[config.mk]
export PLATFORM = sky130hd
export DESIGN_NAME = interleaver_addr_ctrl
export DESIGN_NICKNAME = d
export VERILOG_FILES = /design/src/rtl/interleaver_addr_ctrl.sv
export SDC_FILE = /design/constraint.sdc
export NUM_CORES = 1
export LEC_CHECK = 0
export CAP_MARGIN = 20
export CELL_PAD_IN_SITES_DETAIL_PLACEMENT = 2
export CELL_PAD_IN_SITES_GLOBAL_PLACEMENT = 2
export CORE_MARGIN = 2
export CORE_UTILIZATION = 31
export CTS_BUF_LIST = sky130_fd_sc_hd__clkbuf_8
export DETAILED_ROUTE_END_ITERATION = 7
export GPL_ROUTABILITY_DRIVEN = 0
export HOLD_SLACK_MARGIN = 0.15
export PLACE_DENSITY_LB_ADDON = 0.1
export SLEW_MARGIN = 20
export SYNTH_ARGS = -nofsm -noshare
export SYNTH_HDL_FRONTEND = slang
export SYNTH_SLANG_ARGS = --single-unit
[constraint.sdc]
create_clock -name clk -period 8.1 [get_ports clk]
set_input_delay 0.81 -clock clk [delete_from_list [all_inputs] [get_ports clk]]
set_output_delay 0.81 -clock clk [all_outputs]
set_load 0.03 [all_outputs]
[src/rtl/interleaver_addr_ctrl.sv]
// QPP interleaver address generator: issues pi(i) = (F1*i + F2*i^2) mod K for i = 0..K-1
// using incremental first/second differences, with a valid/ready output handshake.
module interleaver_addr_ctrl #(
    parameter int unsigned F1 = 3,
    parameter int unsigned F2 = 10
) (
    input  logic        clk,
    input  logic        n_rst,
    input  logic        id_enable,
    input  logic [5:0]  link_id,
    input  logic        addr_ready,
    output logic        enable,
    output logic [12:0] data,
    output logic        last,
    output logic        busy,
    output logic        done,
    output logic [1:0]  state_dbg
);

    // Handshake: an address (data/last) is transferred on a rising clk edge where
    // enable && addr_ready; while enable is high and addr_ready low, data/last hold.

    typedef enum logic [1:0] {
        IDLE = 2'd0,
        LOAD = 2'd1,
        RUN  = 2'd2,
        DONE = 2'd3
    } state_t;

    localparam logic [12:0] G_INIT    = 13'(F1 + F2);
    localparam logic [12:0] STEP_INIT = 13'(2 * F2);

    state_t      state_q, state_d;
    logic [12:0] k_q, k_d;
    logic [12:0] i_q, i_d;
    logic [12:0] pi_q, pi_d;
    logic [12:0] g_q, g_d;
    logic [12:0] step_q, step_d;
    logic        enable_q, enable_d;
    logic        last_q, last_d;
    logic        done_q, done_d;
    logic        accept;

    // Both operands are already reduced below m, so one subtraction suffices.
    function automatic logic [12:0] add_mod(input logic [12:0] a, input logic [12:0] b,
                                            input logic [12:0] m);
        logic [13:0] s;
        s = {1'b0, a} + {1'b0, b};
        if (s >= {1'b0, m}) begin
            s = s - {1'b0, m};
        end
        return s[12:0];
    endfunction

    assign accept = enable_q & addr_ready;

    always_comb begin
        state_d  = state_q;
        k_d      = k_q;
        i_d      = i_q;
        pi_d     = pi_q;
        g_d      = g_q;
        step_d   = step_q;
        enable_d = enable_q;
        last_d   = last_q;
        done_d   = 1'b0;
        case (state_q)
            IDLE: begin
                if (id_enable) begin
                    k_d     = {1'b0, link_id, 6'd0} + 13'd64;
                    state_d = LOAD;
                end
            end
            LOAD: begin
                i_d      = 13'd0;
                pi_d     = 13'd0;
                g_d      = add_mod(G_INIT, 13'd0, k_q);
                step_d   = add_mod(STEP_INIT, 13'd0, k_q);
                enable_d = 1'b1;
                last_d   = 1'b0;
                state_d  = RUN;
            end
            RUN: begin
                if (accept) begin
                    if (last_q) begin
                        enable_d = 1'b0;
                        last_d   = 1'b0;
                        done_d   = 1'b1;
                        state_d  = DONE;
                    end else begin
                        pi_d   = add_mod(pi_q, g_q, k_q);
                        g_d    = add_mod(g_q, step_q, k_q);
                        i_d    = i_q + 13'd1;
                        // The next index is K-1 exactly when the current one is K-2.
                        last_d = (i_q + 13'd2 == k_q);
                    end
                end
            end
            DONE: begin
                state_d = IDLE;
            end
            default: begin
                state_d = IDLE;
            end
        endcase
    end

    always_ff @(posedge clk or negedge n_rst) begin
        if (!n_rst) begin
            state_q  <= IDLE;
            k_q      <= 13'd0;
            i_q      <= 13'd0;
            pi_q     <= 13'd0;
            g_q      <= 13'd0;
            step_q   <= 13'd0;
            enable_q <= 1'b0;
            last_q   <= 1'b0;
            done_q   <= 1'b0;
        end else begin
            state_q  <= state_d;
            k_q      <= k_d;
            i_q      <= i_d;
            pi_q     <= pi_d;
            g_q      <= g_d;
            step_q   <= step_d;
            enable_q <= enable_d;
            last_q   <= last_d;
            done_q   <= done_d;
        end
    end

    assign enable    = enable_q;
    assign data      = pi_q;
    assign last      = last_q;
    assign done      = done_q;
    assign busy      = (state_q != IDLE);
    assign state_dbg = state_q;

endmodule

After elaboration in Yosys (flattened, before gate mapping)
Cells that the tools add are included.
Widths: inputs -> output; s select.
{"block": "classes", "n_bitwise": 1, "n_reduce_logical": 8, "n_eq_ne": 8, "mux": 26, "magnitude_cmp": 4, "add_sub_neg": 9}
{"op": "$mux 13", "count": 10}
{"op": "$pmux 13 s2", "count": 3}
{"op": "$add 13x13->14", "count": 2}
{"op": "$ge 14x13->1", "count": 2}
{"op": "$sub 13x13->13", "count": 2}
{"op": "$add 12x7->13 const B", "count": 1}
{"op": "$add 13x1->13 const B", "count": 1}
{"op": "$add 13x2->13 const B", "count": 1}
{"op": "$eq 13x13->1", "count": 1}
{"op": "$ge 4x13->1 const A", "count": 1}
{"op": "$ge 5x13->1 const A", "count": 1}
{"op": "$sub 4x13->13 const A", "count": 1}
{"op": "$sub 5x13->13 const A", "count": 1}
{"op": "$reduce_and 3->1", "count": 3}
{"op": "$ne 2x2->1 const B", "count": 4}
{"op": "$pmux 2 s4", "count": 1}
{"op": "$mux 1", "count": 7}
{"op": "$mux 2", "count": 3}
{"op": "$eq 2x2->1 const B", "count": 2}
{"op": "$pmux 1 s2", "count": 2}
{"op": "$reduce_and 2->1", "count": 2}
{"op": "$reduce_bool 2->1", "count": 2}
{"op": "$eq 2x1->1 const B", "count": 1}
{"op": "$logic_not 2->1", "count": 1}
{"op": "$and 1x1->1", "count": 1}
{"block": "totals", "out_inout_bits": 19, "regBits": 70, "wordCells": 65}

Depth between registers and ports, before layout
Gate-level depths: netlist of the first run.
{"block": "depth", "word_depth": 6, "ltp_mapped": 15}

Least setup slack after synthesis of the first run
No wires, ideal clock.
{"block": "synth_timing", "path_type": "register to register", "from": "reg pi_q[0], in the netlist data[0]", "to": "reg pi_q[6], in the netlist data[6]", "synth_period_minus_slack_ns": 3.749, "path_buffers": 0, "path_stages_with_launch": 15, "t_arrival_ns": 3.674, "setup_ns": 0.075, "setup_slack_ns": 4.351, "path_cell_list": "dfrtp_1 > ha_1 > ha_1 > a211oi_1 > o21ai_0 > a221oi_1 > xnor2_1 > ha_1 > a21oi_1 > a21boi_1 > o31ai_1 > o211ai_1 > a211oi_4 > mux2_4 > o21ai_2"}
{"block": "synth_between", "elab_chain_cells": 6}
{"item": "start, declared", "line_no": "36", "source": "logic [12:0] pi_q, pi_d;"}
{"item": "start signal, assigned", "line_no": "123", "source": "pi_q <= pi_d;"}
{"item": "$add 13x13->14 *", "line_no": "48", "source": "s = {1'b0, a} + {1'b0, b};"}
{"item": "$sub 13x13->13 or $ge 14x13->1 (tied branches)", "line_no": "50, 49"}
{"item": "$mux 13 *", "line_no": "49", "source": "if (s >= {1'b0, m}) begin"}
{"item": "$mux 13 *", "line_no": "85", "source": "if (last_q) begin"}
{"item": "$mux 13 *", "line_no": "84", "source": "if (accept) begin"}
{"item": "$pmux 13 s2 *", "line_no": "67", "source": "case (state_q)"}
Mark *: on every way between the ends. The rest lies on a longest branch, timed or not. The select of a mux whose other input is x is not followed.
A chain may end at the register's enable or synchronous reset.

Worst setup path after layout of the first run
{"block": "layout_timing", "from": "reg pi_q[0], in the netlist data[0]", "to": "reg pi_q[9], in the netlist data[9]"}
Same word-level chain as after synthesis.

==> results of run 1 <==
## state kept, by name, indices dropped and copies added (netlist names)
| name | cells |
|---|---|
| step_q | 8 |
| state_dbg | 2 |
| k_q | 7 |
| g_q | 12 |
| enable | 1 |
| i_q | 13 |
| data | 13 |
| last | 1 |
| done | 1 |
## synthesized netlist by cell type, types with 4 or more instances
cell type,count
dfrtp_1,58
nand2_1,50
ha_1,46
nand3_1,34
nor2_1,33
a21oi_1,29
inv_1,28
o21ai_0,27
xor2_1,25
xnor2_1,23
clkbuf_1,12
o21ai_1,12
mux2i_1,8
nand4_1,8
nor2b_1,7
nor3_1,7
a21o_1,5
and3_1,5
o211ai_1,5
nor3b_1,4
or3_1,4
## final timing paths
check | start | endpoint | slack, ns | cells past startpoint
worst max register to register | data[0]$_DFFE_PN0P_ | data[9]$_DFFE_PN0P_ | 3.76 | 15
worst max-delay path | data[0]$_DFFE_PN0P_ | data[9]$_DFFE_PN0P_ | 3.76 | 15
min in group asynchronous | n_rst | step_q[4]$_DFFE_PN0P_ | 0.60 | 2
worst min register to register | step_q[6]$_DFFE_PN0P_ | step_q[6]$_DFFE_PN0P_ | 0.51 | 1
max in group asynchronous | n_rst | data[12]$_DFFE_PN0P_ | 6.96 | 2
worst min-delay path | step_q[6]$_DFFE_PN0P_ | step_q[6]$_DFFE_PN0P_ | 0.51 | 1
## worst register-to-register path: cells and delay by family (launching register included)
family / cells / cell delay [ns]
flip-flops: 1 / 0.40
AO/OA/AOI/OAI: 7 / 1.93
AND/OR/NAND/NOR: 3 / 0.47
multiplexers: 1 / 0.34
adder cells (fa/ha/maj): 3 / 0.84
XOR/XNOR: 1 / 0.23
## cell families after synthesis
logic type / count (synthesis)
AND/OR/NAND/NOR: 166
AO/OA/AOI/OAI: 121
flip-flops: 58
XOR/XNOR: 48
adder cells (fa/ha/maj): 48
buffers and inverters: 43
multiplexers: 12
## metal layers
| layer | global-route usage, % | wire (um) |
|---|---|---|
| met2 | 33.6 | 6750 |
| met4 | 8.91 | 392 |
| met5 | 0 | 0 |
| met3 | 2.70 | 316 |
| met1 | 25.3 | 6370 |
## metrics by stage
stage | util, % | area [um2] | total power, uW | instances
floorplan | - | 4380 | 1310 | 496
global placement | 35.1 | 4860 | 1670 | 694
detailed placement | 35.1 | 4860 | 1710 | 694
CTS | 36.9 | 5100 | 2050 | 710
global route | 36.9 | 5100 | 2190 | 710
finish | 36.9 | 5100 | 2020 | 710
## area by class of cell
cell class / instances / area share [%]
Timing Repair Buffer: 33 / 6.14
Inverter: 28 / 2.06
Multi-Input combinational cell: 395 / 54.2
Sequential cell: 58 / 28.5
Tap cell: 180 / 4.42
Clock inverter: 4 / 1.42
Clock buffer: 12 / 3.24
## power by group
group	leakage, uW	internal [uW]	switching [uW]
clock	0.000119	198	134
combinational	0.00139	492	748
sequential	0.000764	359	89.6
total	0.00227	1050	972
==> results by group, run 1 <==
Min path
  • Hold WC Path Type: flip-flop to flip-flop

STA
  • Final setup fails: 0
  • Final Critical Period: around 4.3 ns
  • Slew margin rel.: between 40% and 50%
  • Setup Skew: ~0.015 ns
  • RSZ-0062 raised after global routing: no
  • Achievable Freq: 0.230 GHz
  • Worst setup margin: between 3 and 4 ns
  • Hold Worst Slack: around 0.51 ns
  • Fin crit share: approximately 54%
  • Worst Tran Pin Value: approximately 0.80 ns
  • Setup TNS: 0 ns
  • Final Max Slew Viols: 0
  • Final count of hold timing violations: 0

Power
  • Pwr dens: around 400 mW/mm2
  • Highest ir drop seen on vdd: 0.162 mV
  • LEAKAGE: 0.00227 uW

Yosys
  • Synth warnings: 0
  • Yosys cell types: 60
  • Avg Cell Area, Syn: approximately 8.8 um2
  • Main combinational cell family by area after synthesis: compound AO/OA/AOI/OAI gates
  • Post-Syn Nets: approximately 550
  • Synth top area share: 33.1%
  • Yosys top cell by area: dfrtp_1
  • Number of flops mapped to enable cells by yosys: 0
  • Compound-gate portion of the synthesized area: between 10% and 20%
  • Synthesized instance count: 496
  • Top post-synthesis cells by area: dfrtp_1 33%, ha_1 13%, xor2_1 5.0%
  • Seq/Total Area, Yosys: between 30% and 40%
  • Mux cell area share after synthesis: 3.03%
  • Flops & latches, synth: between 50 and 60
  • Most used DFF post-synth: dfrtp_1
  • Adder-cell area share of the yosys netlist: between 10% and 20%
  • Post-synthesis xor/xnor area fraction: a little under a tenth
  • Synth Cell Area: around 0.0044 mm2
  • Post-synthesis simple-gate area fraction: between 10% and 20%
  • Ys async rst share: 100%

Layout
  • Layout area overhead: 16.4%
  • Antenna cells: 0
  • Layout Nets: between 500 and 600
  • Share of layout cells above drive strength 1: approximately 6.6%
  • Register area: roughly 0.0015 mm2
  • Commonest non-fill, non-tap cells in the layout: 58 x dfrtp_1, 50 x nand2_1, 46 x ha_1, 34 x nand3_1, 33 x nor2_1
  • Multi-input logic area: ~0.0028 mm2
  • Fillers: 1567
  • Most common cell after layout, fill and taps aside: dfrtp_1

Worst setup path
  • WP data arrival: 4.58 ns
  • CP peak stage delay: approximately 0.47 ns
  • Worst-path cell chain: ha_1, ha_1, a211oi_1, o21ai_0, and2_1, o41ai_1, xnor2_1, ha_1, nand4_1, nor2_1, o31ai_1, o211ai_1, a211oi_4, mux2i_1, o21ai_1
  • CP max stage cell: a211oi_4
  • WP data required: 8.34 ns
  • Critical Path End Type: flip-flop
  • CP delay by family, top: compound AO/OA/AOI/OAI gates
  • Buf/Inv on CP: 0
  • Crit Path Class: flip-flop to flip-flop
  • Cell mode on critical path: ha_1
  • Max Fanout on Critical Path: 9
  • Startpoint types: flip-flop

CTS
  • TritonCTS clock tree: done
  • Clock slew at reported path FFs: ~0.080 ns
  • # hold bufs at CTS: 0
  • Clk sinks: slightly below 60
  • Post-CTS Setup Bufs: 0
  • Root buffer cell: clkbuf_8
  • CTS Buffer Depth: 2
  • Clk_lat worst skew: about 0.37 ns
  • Inserted Clock Buffers: 9
  • CTS H-tree lvls: 3
  • Post-CTS Resized: 0

Routing
  • Vias/cell: 5.39
  • Initial DRC Count: ~160
  • Drt wl/cell: just under 20 um
  • Via count: 3829
  • Drt drc: 0
  • Detail Route Antenna Nets: 0
  • Final WL: 13.8 mm
  • First-pass DRT Iterations: 4

Place
  • Pre-CTS WS: roughly 3.7 ns
  • Final HPWL DP: ~11 mm
  • Port Buffers: 28

Run status
  • Status: finished clean

Floorplan
  • Die H: between 100 and 150 um
  • Core footprint: between 0.01 and 0.015 mm2
  • Initial Utilization: 31.7%
  • Chip Width: 123 um
  • Row count: 43
  • Io pins: 29
  • Die ar.: between 0.015 and 0.02 mm2

Global routing
  • Antenna violations before repair: 0
  • Vias in the first global route: ~4200
  • Grt ovf: 0
  • First-pass GRT wire length: about 23 mm
  • Largest net degree at the start of global routing: 59
  • GR Util All Layers: 20.0%

Job
  • Max-Cap Viols: 0
Power figures use the tool's default switching activity.
==> run 2, diff against run 1 <==
clock period = 4.3 ns   (was 8.1 ns; I/O delays follow)
==> results by group, run 2 (synthesized netlist as in run 1, its figures left out) <==
Layout
  • Layout area overhead: 16.1%
  • Most common cell after layout, fill and taps aside: dfrtp_1
  • Commonest non-fill, non-tap cells in the layout: 58 x dfrtp_1, 50 x nand2_1, 46 x ha_1, 34 x nand3_1, 33 x nor2_1
  • Cell area after layout: 0.00509 mm2 (-0.20%)
  • Share of layout cells above drive strength 1: 7.49% (+0.89 points)
  • Antenna cells: 0 (unchanged)
  • Layout Nets: 588 (+0.86%)

Worst setup path
  • CP peak stage delay: 0.51 ns (+0.04 ns)
  • Flop2flop setup slack: 0.34 ns (-3.42 ns)
  • Critical Path End Type: flip-flop
  • WP data arrival: 4.26 ns (-0.32 ns)
  • Max Fanout on Critical Path: 6 (-3)
  • Crit Path Class: flip-flop to flip-flop
  • CP max stage cell: or4_1
  • WP data required: 4.60 ns (-3.74 ns)
  • Worst-path cell chain: ha_1, ha_1, a211oi_2, o21ai_0, and2_1, o41ai_1, xnor2_1, ha_1, nand4_1, or4_1, nor3_2, a211oi_4, buf_4, mux2_4, o21ai_2
  • Cell mode on critical path: ha_1
  • Critical Path Start: data[0]$_DFFE_PN0P_
  • R2r startpoint: data[0]$_DFFE_PN0P_
  • Startpoint types: flip-flop

STA
  • Fin crit share: 92.2% (+39 points)
  • Final Max Slew Viols: 0 (unchanged)
  • RSZ-0062 raised after global routing: no
  • Worst setup margin: 0.335 ns (-3.42 ns)
  • Final count of hold timing violations: 0 (unchanged)
  • Final setup fails: 0 (unchanged)
  • Final Critical Period: 3.96 ns (-0.378 ns)
  • Achievable Freq: 0.252 GHz (+9.5%)
  • Setup TNS: 0 ns (unchanged)
  • Worst Tran Pin Value: 0.678 ns (-0.119 ns)
  • Setup Skew: 0.00985 ns (-0.00513 ns)
  • Hold Worst Slack: 0.511 ns (+0.000649 ns)
  • Slew margin rel.: 54.8% (+7.9 points)

CTS
  • Root buffer cell: clkbuf_8
  • Inserted Clock Buffers: 9 (unchanged)
  • Clk sinks: 58 (unchanged)
  • Clk_lat worst skew: 0.37 ns (about the same)
  • CTS Buffer Depth: 2 (unchanged)
  • Clock slew at reported path FFs: 0.07 ns (about the same)
  • CTS H-tree lvls: 3 (unchanged)
  • TritonCTS clock tree: done

Global routing
  • Largest net degree at the start of global routing: 37 (-37%)
  • GR Util All Layers: 20.1% (+0.10 points)
  • Antenna violations before repair: 0 (unchanged)
  • Vias in the first global route: 4167 (-1.4%)
  • Grt ovf: 0 (unchanged)
  • First-pass GRT wire length: 22.7 mm (-0.22%)

Power
  • Pwr dens: 729 mW/mm2 (+84%)
  • Pint: 1880 uW (+79%)
  • Comb power frac: 64.7% (+3.3 points)
  • Sw Pwr: 1830 uW (+88%)
  • Switching Share: 49.2% (+1.2 points)
  • Clock share of power: 12.6% (-3.8 points)
  • Sequential power share: 22.8% (+0.6 points)
  • Highest ir drop seen on vdd: 0.218 mV (+35%)
  • LEAKAGE: 0.00227 uW (+0.11%)

Floorplan
  • Die H: 123 um (unchanged)
  • Chip Width: 123 um (unchanged)
  • Io pins: 29 (unchanged)
  • Initial Utilization: 31.7% (unchanged)
  • Row count: 43 (unchanged)
  • Die ar.: 0.0151 mm2 (unchanged)
  • Core footprint: 0.0138 mm2 (unchanged)

Routing
  • Via count: 3826 (-0.078%)
  • Vias/cell: 5.36 (-0.64%)
  • Initial DRC Count: 102 (-38%)
  • Drt drc: 0 (unchanged)
  • Detail Route Antenna Nets: 0 (unchanged)
  • Final WL: 13.7 mm (-0.74%)
  • Drt wl/cell: 19.2 um (-1.3%)
  • First-pass DRT Iterations: 4 (unchanged)

Place
  • Final HPWL DP: 10.6 mm (-0.75%)
  • Dpl cell area: 0.00489 mm2 (+0.62%)
  • Port Buffers: 28 (unchanged)
  • Pre-CTS WS: 0.231 ns (-3.49 ns)

Job
  • Max-Cap Viols: 0 (unchanged)

Min path
  • Hold WC Path Type: flip-flop to flip-flop
  • Hold_sp: step_q[11]$_DFFE_PN0P_

Run status
  • Status: finished clean
-- run 2: changes by cell type in the layout (fill, tap and decap cells not counted), sizes merged --
| cell | change |
|---|---|
| clkinvlp | -1 |
| clkinv | +2 |
| dlygate4sd3 | +1 |
| clkbuf | -1 |
| inv | +1 |
| bufinv | -2 |
| buf | +4 |
-- run 2: critical path, delay by kind of cell (launching register included) --
kind | cells | cell delay [ns]
AND/OR/NAND/NOR | 4 | 1.02
AO/OA/AOI/OAI | 5 | 0.94
adder cells (fa/ha/maj) | 3 | 0.89
flip-flops | 1 | 0.40
multiplexers | 1 | 0.30
XOR/XNOR | 1 | 0.17
buffers and inverters | 1 | 0.17
-- run 2: layout make-up --
class                           instances  area [um2]
Clock inverter                          4        18.8
Multi-Input combinational cell        395        2780
Inverter                               28         105
Tap cell                              180         225
Fill cell                            1587        8740
Timing Repair Buffer                   38         353
Clock buffer                           11         151
Sequential cell                        58        1450
-- run 2: worst paths after layout --
| kind | to | depth (start not counted) |
|---|---|---|
| setup / recovery | data[7]$_DFFE_PN0P_ | 15 |
| hold / removal | step_q[11]$_DFFE_PN0P_ | 1 |
| setup reg to reg | data[7]$_DFFE_PN0P_ | 15 |
| min in group asynchronous | i_q[9]$_DFFE_PN0P_ | 2 |
| max in group asynchronous | i_q[5]$_DFFE_PN0P_ | 3 |
| hold reg to reg | step_q[11]$_DFFE_PN0P_ | 1 |
-- run 2: repair_timing --
action / in CTS / in global routing
hold buffers: 1 / 0
endpoints found under the setup margin: 0 / 7
buffers inserted: 0 / 0
hold endpoints to repair: 26 / 0
gates resized for setup: 0 / 5
-- run 2: power groups by stage --
stage | registers (uW) | clock network, uW | logic (uW)
global route | 870 | 511 | 2660
global placement | 848 | 0 | 2320
finish | 844 | 466 | 2400
CTS | 850 | 483 | 2410
floorplan | 880 | 0 | 1590
detailed placement | 859 | 0 | 2390
-- run 2: routing by layer --
layer  track usage (%)  wire, um  up-vias
li1                  -         -     1854
met3              2.97       216       12
met4              6.25       193        0
met2              35.3      7040       31
met1              25.2      6280     1929
met5                 0         0        -
-- run 2: metrics by stage --
stage,power (uW),util [%],std cells
finish,3710,36.8,714
global route,4040,36.8,714
CTS,3750,36.7,714
detailed placement,3250,35.4,698
global placement,3170,35.4,698
floorplan,2470,-,496
